File: src/rtl/core_mdu.sv
// Iterative RISC-V M-extension multiply/divide unit (shift-add multiply, restoring divide).
// Latency: XLEN+1 cycles from accept to o_valid; divide-by-zero and signed overflow take 1 cycle.
// Backpressure: accepts only in IDLE; holds the result in DONE until i_ready; i_flush aborts at any time.
module core_mdu #(
  parameter int XLEN = 32
) (
  input  logic            i_clk,
  input  logic            i_rst_n,
  input  logic            i_valid,
  output logic            o_ready,
  input  logic [2:0]      i_funct3,
  input  logic [XLEN-1:0] i_num1u,
  input  logic [XLEN-1:0] i_num2u,
  input  logic            i_flush,
  output logic            o_valid,
  input  logic            i_ready,
  output logic [XLEN-1:0] o_res,
  output logic            o_busy
);

  localparam int CW = $clog2(XLEN) + 1;

  localparam logic [1:0] S_IDLE = 2'd0;
  localparam logic [1:0] S_CALC = 2'd1;
  localparam logic [1:0] S_DONE = 2'd2;

  logic [1:0]        state_q;
  logic [2:0]        f3_q;
  logic [XLEN-1:0]   mcand_q;   // multiplicand for MUL*, divisor magnitude for DIV*/REM*
  logic [2*XLEN-1:0] acc_q;     // {hi, lo}: product/multiplier or remainder/dividend-quotient
  logic [CW-1:0]     cnt_q;
  logic              neg_quo_q; // negate product or quotient at completion
  logic              neg_rem_q; // negate remainder at completion
  logic [XLEN-1:0]   res_q;

  logic              accept;
  logic              a_sgn, b_sgn, a_neg, b_neg;
  logic [XLEN-1:0]   a_mag, b_mag;
  logic              is_div, div_zero, div_ovf;
  logic [XLEN-1:0]   special_res;
  logic [XLEN:0]     mul_sum;
  logic [XLEN:0]     div_sh;
  logic              div_ge;
  logic [XLEN-1:0]   div_rem_nx;
  logic [2*XLEN-1:0] acc_nx;
  logic [2*XLEN-1:0] prod_fix;
  logic [XLEN-1:0]   quo_fix, rem_fix, fin_res;
  logic              last;

  assign o_ready = (state_q == S_IDLE);
  assign o_valid = (state_q == S_DONE);
  assign o_busy  = (state_q == S_CALC);
  assign o_res   = o_valid ? res_q : '0;

  assign accept = i_valid & o_ready & ~i_flush;
  assign last   = (cnt_q == CW'(XLEN - 1));

  // Operand decode: signedness, magnitudes and the single-cycle special cases
  always_comb begin
    a_sgn    = (i_funct3 == 3'b001) | (i_funct3 == 3'b010) | (i_funct3 == 3'b100) | (i_funct3 == 3'b110);
    b_sgn    = (i_funct3 == 3'b001) | (i_funct3 == 3'b100) | (i_funct3 == 3'b110);
    a_neg    = a_sgn & i_num1u[XLEN-1];
    b_neg    = b_sgn & i_num2u[XLEN-1];
    a_mag    = a_neg ? (~i_num1u + 1'b1) : i_num1u;
    b_mag    = b_neg ? (~i_num2u + 1'b1) : i_num2u;
    is_div   = i_funct3[2];
    div_zero = is_div & (i_num2u == '0);
    div_ovf  = is_div & ~i_funct3[0] & (i_num1u == {1'b1, {(XLEN-1){1'b0}}}) & (&i_num2u);
    if (div_zero) special_res = i_funct3[1] ? i_num1u : '1;
    else          special_res = i_funct3[1] ? '0 : i_num1u;
  end

  // One iteration step plus sign correction of the completed value
  always_comb begin
    mul_sum    = {1'b0, acc_q[2*XLEN-1:XLEN]} + (acc_q[0] ? {1'b0, mcand_q} : '0);
    div_sh     = acc_q[2*XLEN-1:XLEN-1];
    div_ge     = (div_sh >= {1'b0, mcand_q});
    div_rem_nx = div_ge ? XLEN'(div_sh - {1'b0, mcand_q}) : div_sh[XLEN-1:0];
    if (f3_q[2]) acc_nx = {div_rem_nx, acc_q[XLEN-2:0], div_ge};
    else         acc_nx = {mul_sum, acc_q[XLEN-1:1]};
    prod_fix = neg_quo_q ? (~acc_nx + 1'b1) : acc_nx;
    quo_fix  = neg_quo_q ? (~acc_nx[XLEN-1:0] + 1'b1) : acc_nx[XLEN-1:0];
    rem_fix  = neg_rem_q ? (~acc_nx[2*XLEN-1:XLEN] + 1'b1) : acc_nx[2*XLEN-1:XLEN];
    case (f3_q)
      3'b000:          fin_res = prod_fix[XLEN-1:0];
      3'b100, 3'b101:  fin_res = quo_fix;
      3'b110, 3'b111:  fin_res = rem_fix;
      default:         fin_res = prod_fix[2*XLEN-1:XLEN];
    endcase
  end

  // Control FSM and datapath registers; flush overrides everything else
  always_ff @(posedge i_clk or negedge i_rst_n) begin
    if (!i_rst_n) begin
      state_q   <= S_IDLE;
      f3_q      <= '0;
      mcand_q   <= '0;
      acc_q     <= '0;
      cnt_q     <= '0;
      neg_quo_q <= 1'b0;
      neg_rem_q <= 1'b0;
      res_q     <= '0;
    end else if (i_flush) begin
      state_q <= S_IDLE;
      res_q   <= '0;
    end else begin
      case (state_q)
        S_IDLE: begin
          if (accept) begin
            f3_q      <= i_funct3;
            neg_quo_q <= a_neg ^ b_neg;
            neg_rem_q <= a_neg;
            cnt_q     <= '0;
            mcand_q   <= is_div ? b_mag : a_mag;
            acc_q     <= is_div ? {{XLEN{1'b0}}, a_mag} : {{XLEN{1'b0}}, b_mag};
            if (div_zero | div_ovf) begin
              res_q   <= special_res;
              state_q <= S_DONE;
            end else begin
              state_q <= S_CALC;
            end
          end
        end
        S_CALC: begin
          acc_q <= acc_nx;
          cnt_q <= cnt_q + 1'b1;
          if (last) begin
            res_q   <= fin_res;
            state_q <= S_DONE;
          end
        end
        S_DONE: begin
          if (i_ready) begin
            res_q   <= '0;
            state_q <= S_IDLE;
          end
        end
        default: state_q <= S_IDLE;
      endcase
    end
  end

endmodule

File: config.mk
export PLATFORM = sky130hd
export DESIGN_NAME = core_mdu
export DESIGN_NICKNAME = d
export VERILOG_FILES = /design/src/rtl/core_mdu.sv
export SDC_FILE = /design/constraint.sdc
export NUM_CORES = 1
export LEC_CHECK = 0
export ABC_AREA = 1
export BUFFER_PORTS_ARGS = -buffer_cell sky130_fd_sc_hd__buf_4
export CORE_MARGIN = 2
export CORE_UTILIZATION = 40
export CTS_BUF_LIST = sky130_fd_sc_hd__clkbuf_2 sky130_fd_sc_hd__clkbuf_4 sky130_fd_sc_hd__clkbuf_8
export CTS_CLUSTER_DIAMETER = 60
export CTS_CLUSTER_SIZE = 12
export DETAILED_ROUTE_END_ITERATION = 16
export HOLD_SLACK_MARGIN = 0.05
export PLACE_DENSITY = 0.58
export RECOVER_POWER = 50
export SETUP_SLACK_MARGIN = 0.2
export SKIP_CTS_REPAIR_TIMING = 1
export SLEW_MARGIN = 20
export SYNTH_ARGS = -nofsm -noshare
export SYNTH_HDL_FRONTEND = slang
export SYNTH_SLANG_ARGS = --single-unit
File: constraint.sdc
create_clock -name i_clk -period 4.3 [get_ports i_clk]
set_input_delay 0.645 -clock i_clk [delete_from_list [all_inputs] [get_ports i_clk]]
set_output_delay 0.645 -clock i_clk [all_outputs]
set_load 0.01 [all_outputs]
Yosys cells after proc, flatten, opt, wreduce, memory -nomap -nowiden
Cells that the tools add are included.
Storage, ports and cells
  bits in latches: 0
  flip-flop bits (word level): 141
  memory bits (read-only): 0
  memory bits (writable): 0
  output and inout port bits: 35
  memories kept: 0
Cells by class
  muxes and demuxes: 31
  reductions and logical operators: 12
  multiply operators: 0
  bitwise gates (word level): 22
  $lt $le $gt $ge: 1
  add/subtract/negate cells: 8
  div/mod/pow operators: 0
  shift-type cells: 0
  eq/ne operators: 17
Operator list (number)
  2-to-1 mux 32 bit: 17
  2-to-1 mux 64 bit: 3
  one-hot mux 32 bit (3 select lines): 2
  adder 32 x 1 -> 32 bit (second input constant): 4
  inverter 32 bit: 4
  one-hot mux 64 bit (2 select lines): 1
  adder 64 x 1 -> 64 bit (second input constant): 1
  inverter 64 bit: 1
  adder 32 x 32 -> 33 bit: 1
  greater-or-equal comparator 33 x 32 -> 1 bit: 1
  == test 32 bit (second input constant): 1
  zero test 32 bit: 1
  AND reduction 32 bit: 1
  subtractor 32 bit: 1
  == test 3 bit (second input constant): 6
  one-hot mux 6 bit (2 select lines): 1
  2-to-1 mux 2 bit: 5
  AND reduction 3 bit: 3
  bitwise AND 1 bit: 8
  adder 6 x 1 -> 6 bit (second input constant): 1
  == test 6 x 5 -> 1 bit (second input constant): 1
  2-to-1 mux 6 bit: 1
  inequality test 3 x 1 -> 1 bit (second input constant): 2
  inequality test 3 x 2 -> 1 bit (second input constant): 2
  15 further kinds: 22

Longest topological paths before layout
Gate-level depths: netlist of the first run.
  word-level depth: 10
  gate-level depth with buffers: 34
  mapped depth without buffers: 33

Worst setup path after synthesis of the first run
Ideal clock, no wire load.
  path type: register -> register
  start: register mcand_q[16]
  end: register res_q[28]
  data arrival time: 3.450 ns
  required time: 4.184 ns
  slack: 0.733 ns
  period minus slack after synthesis: 3.567 ns
  stages on the path, launching flop included: 34
  cells stage by stage: dfrtp_1 inv_1 ha_1 nand2_2 inv_1 nand2_1 nand2_1 o21bai_4 inv_2 nand2_2 nand2_4 buf_8 nand3_4 o21ai_4 ha_1 nand3_2 nor2_4 nand3_2 nor2_2 nand3_2 nor2_4 inv_2 nand2_2 nand2_4 nor2_4 nand2_1 nand2_1 nand3_1 nand2_1 inv_1 nand2_1 nand2_1 nand2_1 nand2_1
On the way
  longest elaborated chain between the ends: 10
RTL lines
  start: declaration: RTL line 29  | logic [XLEN-1:0] mcand_q;
  start signal: assignment: RTL line 114  | mcand_q <= is_div ? b_mag : a_mag;
  2-to-1 mux 32 bit (tied with other cells): RTL line 75  | mul_sum = {1'b0, acc_q[2*XLEN-1:XLEN]} + (acc_q[0] ? {1'b0, mcand_q} : '0);
  adder 32 x 32 -> 33 bit or 2-to-1 mux 32 bit (tied branches): RTL line 75, 78
  2-to-1 mux 64 bit *: RTL line 79  | if (f3_q[2]) acc_nx = {div_rem_nx, acc_q[XLEN-2:0], div_ge};
  inverter 64 bit or inverter 32 bit (tied branches): RTL line 81, 83
  adder 64 x 1 -> 64 bit or adder 32 x 1 -> 32 bit (tied branches): RTL line 81, 83
  2-to-1 mux 64 bit or 2-to-1 mux 32 bit (tied branches): RTL line 81, 83
  one-hot mux 32 bit (3 select lines) *: RTL line 84  | case (f3_q)
  2-to-1 mux 32 bit *: RTL line 127  | if (last) begin
  one-hot mux 32 bit (3 select lines) *: RTL line 107  | case (state_q)
  2-to-1 mux 32 bit *: RTL line 103  | end else if (i_flush) begin
  end signal: assignment: RTL line 117  | res_q <= special_res;
  end signal: assignment: RTL line 128  | res_q <= fin_res;
  end: declaration: RTL line 34  | logic [XLEN-1:0] res_q;
Every way passes the cells marked *; elsewhere a longest branch is shown, timed or not. The select of a mux whose other input is x is not followed.
A chain may end at the register's enable or synchronous reset.

Worst setup path after layout of the first run
  start: register mcand_q[10]
  end: register res_q[6]
On the way
  longest elaborated chain between the ends: 10
RTL lines
  greater-or-equal comparator 33 x 32 -> 1 bit *: RTL line 77  | div_ge = (div_sh >= {1'b0, mcand_q});
  2-to-1 mux 32 bit: RTL line 78  | div_rem_nx = div_ge ? XLEN'(div_sh - {1'b0, mcand_q}) : div_sh[XLEN-1:0];
  2-to-1 mux 64 bit *: RTL line 79
  inverter 64 bit or inverter 32 bit (tied branches): RTL line 81, 83
  adder 64 x 1 -> 64 bit or adder 32 x 1 -> 32 bit (tied branches): RTL line 81, 83
  2-to-1 mux 64 bit or 2-to-1 mux 32 bit (tied branches): RTL line 81, 83
  one-hot mux 32 bit (3 select lines) *: RTL line 84
  2-to-1 mux 32 bit *: RTL line 127
  one-hot mux 32 bit (3 select lines) *: RTL line 107
  2-to-1 mux 32 bit *: RTL line 103
Marks and branches as above.

==> flow_metrics.tcl, run 1 <==
set metrics [dict create \
    async_flop_share_pct 100 \
    drtIter0Drc 2788 \
    dp_hpwl_um 76800 \
    status "finished with violations" \
    final_common_cell "nand2_1" \
    portBuffers 106 \
    violations "capacitance limit, slew limit" \
    hold_violations 0 \
    wl_per_cell_um 23.4 \
    yosysUniqueCellTypes 56 \
    tns_ps 0 \
    synth.avg_cell_area_um2 5.83 \
    seq_area_frac_synth_pct 18.9 \
    synth-seq-cells 141 \
    worst-setup-path-type "reg -> reg" \
    vias_per_cell 5.70 \
    fin_nets 3591 \
    drv_slew 126 \
    layout_setup_ws_ps 343 \
    drc 0 \
    startpoint_type "register" \
    routed_wl_um 95100 \
    grt_max_degree 69 \
    grt_pass1_wl_um 138000 \
    grt_setup_unrepaired "yes" \
    cts_buffers 17 \
    clk_pin_slew_ps 100 \
    ant_nets 0 \
    period_needed_ps 3960 \
    drive_gt1_share_pct 19.7 \
    fmax_mhz 253 \
    vias 23200 \
    cts_tree "yes" \
    gp_congestion 1.04 \
    clkLatencyLatePin_ps 590 \
    overflow 0 \
    cts-root-buf "clkbuf_8" \
    clock_skew_ps 14.8 \
    synthFlopType "dfrtp_1" \
    fp.dieH_um 220 \
    rows 79 \
    core_um2 46400 \
    io_pins 107 \
    syn_nets 3349 \
    worst_hold_slack_ps 382 \
    worstHoldPathType "in -> reg" \
    drt_pass1_iterations 8 \
    cts.sinks 141 \
    synth-edff-count 0 \
    max-cap-violations 3 \
    die_w_um 220 \
    antenna_found_initial 4 \
    arrival_ps 4420 \
    grt_usage_pct 39.1 \
    finalCritPeriodShare_pct 92.0 \
    worstMarginPinSlew_ps 2040 \
    final_cell_mix "nand2_1, inv_1, buf_4" \
    initial_utilization_pct 40.3 \
    area_growth_pct 20.7 \
    setup_viol 0 \
    syn_inst 3203 \
    syn-cell-area_um2 18700 \
    cts-htree-levels 4 \
    preCtsSetupSlack_ps 172 \
    worstPathRequired_ps 4760 \
    grt_pass1_vias 21200 \
    relSlewSlack_pct -36.3 \
    dieArea_um2 48400 \
    endpoint_kind "register" \
    ys_warn_count 0 \
    cts.path.max_buffers 2 \
    worstPathMaxFanout 5 \
]
[logic make-up (layout without fill, tap and decap cells)]
family / count (synthesis) / count (layout) / share of synthesized area [%]
and+or+nand+nor: 1767 / 1767 / 41.9
buffers and inverters: 622 / 877 / 13.5
AOI/OAI and AO/OA: 504 / 504 / 16.3
xor gates and xnor gates: 95 / 95 / 4.45
DFF: 141 / 141 / 18.9
adders and majority gates: 74 / 74 / 5.04
other: 0 / 1 / 0
[routing by layer]
layer | GRT usage (%) | vias to the layer above | wire [um]
li1 | - | 10800 | -
met1 | 53.8 | 11000 | 41400
met2 | 58.9 | 1164 | 40400
met3 | 6.89 | 199 | 8130
met4 | 18.7 | 2 | 5140
met5 | 0 | - | 9
[stage by stage]
step	instance area [um2]	instances	util, %
global placement	21200	3997	45.7
CTS	21600	4029	46.6
detailed placement	21200	3997	45.7
global route	22500	4065	48.6
floorplan	18700	3203	-
finish	22500	4066	48.6
[critical path: stages, from the launching register on]
cell and delay, ps:
dfrtp_2 480, inv_1 80, ha_2 310, nand2_2 80
nand2_2 80, a21oi_4 220, o21bai_4 90, inv_2 70
nand2_2 80, nand2_4 160, nand3_4 130, o21ai_4 90
ha_4 170, nand3_2 100, nor2_4 150, nand3_4 100
nor2_4 160, nand3_4 100, nor2_4 170, nand2_2 100
nand2_2 130, o21ai_4 110, nand2_1 90, nand3_1 180
a31oi_1 290, o21ai_0 110
[cells in the mapped netlist, drive strengths merged, types with 8 or more instances]
cell type / instances / area (um2)
a21oi: 150 / 769
a22oi: 8 / 60.1
a31oi: 12 / 75.1
buf: 48 / 358
clkbuf: 70 / 267
dfrtp: 141 / 3530
ha: 72 / 901
inv: 501 / 1880
nand2: 1044 / 4070
nand3: 294 / 1560
nand3b: 15 / 113
nand4: 35 / 234
nor2: 322 / 1510
nor3: 37 / 200
nor4: 9 / 62.6
o211ai: 36 / 270
o21ai: 204 / 1130
o21bai: 8 / 71.3
o221ai: 40 / 350
o22ai: 33 / 206
xnor2: 18 / 158
xor2: 77 / 674
[flip-flops by register name (all words and copies together) (netlist names)]
register	count
mcand_q	32
acc_q	64
f3_q	3
res_q	32
neg_rem_q	1
neg_quo_q	1
state_q	2
cnt_q	6
[area by class of cell]
cell class | instances | area (um2)
Clock buffer | 17 | 234
Multi-Input combinational cell | 2440 | 13300
Tap cell | 607 | 759
Inverter | 504 | 1890
Clock inverter | 15 | 179
Fill cell | 4979 | 23800
Antenna cell | 1 | 2.50
Timing Repair Buffer | 341 | 2600
Sequential cell | 141 | 3550
[path summary, 6_finish.rpt]
| check | startpoint | to | slack (ps) | cells past startpoint |
|---|---|---|---|---|
| worst max-delay path | mcand_q[10]$_DFFE_PN0P_ | res_q[6]$_DFFE_PN0P_ | 340 | 25 |
| worst min-delay path | i_num1u[0] | res_q[0]$_DFFE_PN0P_ | 380 | 3 |
| worst max register to register | mcand_q[10]$_DFFE_PN0P_ | res_q[6]$_DFFE_PN0P_ | 340 | 25 |
| worst min register to register | res_q[25]$_DFFE_PN0P_ | res_q[25]$_DFFE_PN0P_ | 490 | 2 |
| max in group asynchronous | i_rst_n | neg_quo_q$_DFFE_PN0P_ | 1040 | 2 |
| min in group asynchronous | i_rst_n | res_q[20]$_DFFE_PN0P_ | 570 | 1 |
Power of run 1 is not shown: default switching activity piles up to over one toggle a cycle in this logic, so the estimate is an artifact.
==> run 2: changes to the inputs <==
--- a/config.mk
+++ b/config.mk
@@ -15,7 +15,7 @@
 export DETAILED_ROUTE_END_ITERATION = 16
 export HOLD_SLACK_MARGIN = 0.05
 export PLACE_DENSITY = 0.58
-export RECOVER_POWER = 50
+export RECOVER_POWER = 25
 export SETUP_SLACK_MARGIN = 0.2
 export SKIP_CTS_REPAIR_TIMING = 1
 export SLEW_MARGIN = 20
==> flow_metrics.tcl, run 2 (synthesis gave the netlist of run 1 again) <==
set metrics [dict create \
    status "finished with violations" \
    violations "capacitance limit, slew limit" \
    dieArea_um2 48400 \
    cts-root-buf "clkbuf_8" \
    cts_buffers 17 \
    arrival_ps 4510 \
    drc 0 \
    final_cell_mix "nand2_1, inv_1, buf_4" \
    grt_usage_pct 39.1 \
    core_um2 46400 \
    clock_skew_ps 15.8 \
    finalCritPeriodShare_pct 92.4 \
    cpMostUsedCell "nand2_1" \
    endpoint_kind "register" \
    cts_tree "yes" \
    max-cap-violations 2 \
    largestRegisters "acc_q (64), mcand_q (32), res_q (32)" \
    io_pins 107 \
    vias_per_cell 5.70 \
    wl_per_cell_um 23.4 \
    final_common_cell "nand2_1" \
    overflow 0 \
    clk_pin_slew_ps 110 \
    relSlewSlack_pct -39.8 \
    period_needed_ps 3970 \
    tns_ps 0 \
    area_growth_pct 20.8 \
    initial_utilization_pct 40.3 \
    worstPathMaxFanout 4 \
    worst-setup-path-type "reg -> reg" \
    startpoint_type "register" \
    portBuffers 106 \
    cpPeakStageDelay_ps 470 \
    die_w_um 220 \
    drtIter0Drc 2771 \
    worstHoldPathType "in -> reg" \
    grt_max_degree 69 \
    drv_slew 126 \
    drt_pass1_iterations 6 \
    worstPathRequired_ps 4830 \
    gp_congestion 1.04 \
    setup_viol 0 \
    fin_nets 3591 \
    largest_reg_flops 64 \
    ant_nets 0 \
    clkLatencyLatePin_ps 590 \
    worstMarginPinSlew_ps 2100 \
    fp.dieH_um 220 \
    grt_pass1_vias 21200 \
    antenna_found_initial 4 \
    cts.path.max_buffers 2 \
    largest-register "acc_q" \
    dp_hpwl_um 76800 \
    cts.sinks 141 \
    rows 79 \
    drive_gt1_share_pct 19.9 \
    hold_violations 0 \
    fmax_mhz 252 \
    routed_wl_um 95100 \
    cts-htree-levels 4 \
    slowest_stage "dfrtp_2" \
    grt_setup_unrepaired "yes" \
    grt_pass1_wl_um 138000 \
    vias 23200 \
]
-- run 2: final timing paths --
check / end / slack [ps] / from / cells after the start
max in group asynchronous: neg_quo_q$_DFFE_PN0P_ / 1030 / i_rst_n / 2
worst max-delay path: res_q[30]$_DFFE_PN0P_ / 330 / mcand_q[14]$_DFFE_PN0P_ / 28
min in group asynchronous: res_q[20]$_DFFE_PN0P_ / 570 / i_rst_n / 1
worst min-delay path: res_q[0]$_DFFE_PN0P_ / 380 / i_num1u[0] / 3
worst max register to register: res_q[30]$_DFFE_PN0P_ / 330 / mcand_q[14]$_DFFE_PN0P_ / 28
worst min register to register: res_q[16]$_DFFE_PN0P_ / 490 / res_q[16]$_DFFE_PN0P_ / 2
-- run 2: layer usage --
metal / wire length, um / vias up / share of wire [%] / track usage (%)
met4: 5090 / 2 / 5.3 / 18.7
li1: - / 10800 / - / -
met3: 8070 / 185 / 8.5 / 6.89
met5: 9 / - / 0.0095 / 0
met1: 41500 / 11000 / 44 / 53.8
met2: 40500 / 1172 / 43 / 58.9
-- run 2: layout make-up --
| class | instances | area (um2) |
|---|---|---|
| diodes | 1 | 2.50 |
| clock buffers | 17 | 234 |
| clock inverters | 15 | 179 |
| fillers | 4972 | 23800 |
| inverters | 504 | 1890 |
| multi-input cells | 2440 | 13300 |
| flip-flops and latches | 141 | 3550 |
| well taps | 607 | 759 |
| repair buffers | 341 | 2620 |
-- run 2: stage by stage --
| stage | instance area, um2 | utilization [%] | instances | hold slack (ps) | worst slack [ps] |
|---|---|---|---|---|---|
| 2_1_floorplan | 18700 | - | 3203 | 349 | 733 |
| 3_3_place_gp | 21200 | 45.7 | 3997 | 463 | 81.5 |
| 3_5_place_dp | 21200 | 45.7 | 3997 | 466 | 172 |
| 4_1_cts | 21600 | 46.6 | 4029 | 67.3 | 138 |
| 5_1_grt | 22600 | 48.7 | 4065 | 418 | 178 |
| 6_report | 22600 | 48.7 | 4066 | 377 | 326 |
-- run 2: worst max-delay path, delay by kind of cell (launching register included) --
family,cells,cell delay (ps)
fa+ha+maj,2,400
buf+inv,4,450
compound gates,4,840
xor+xnor,1,130
flops,1,470
simple gates,17,1620
Power of run 2 is left out for the same reason.
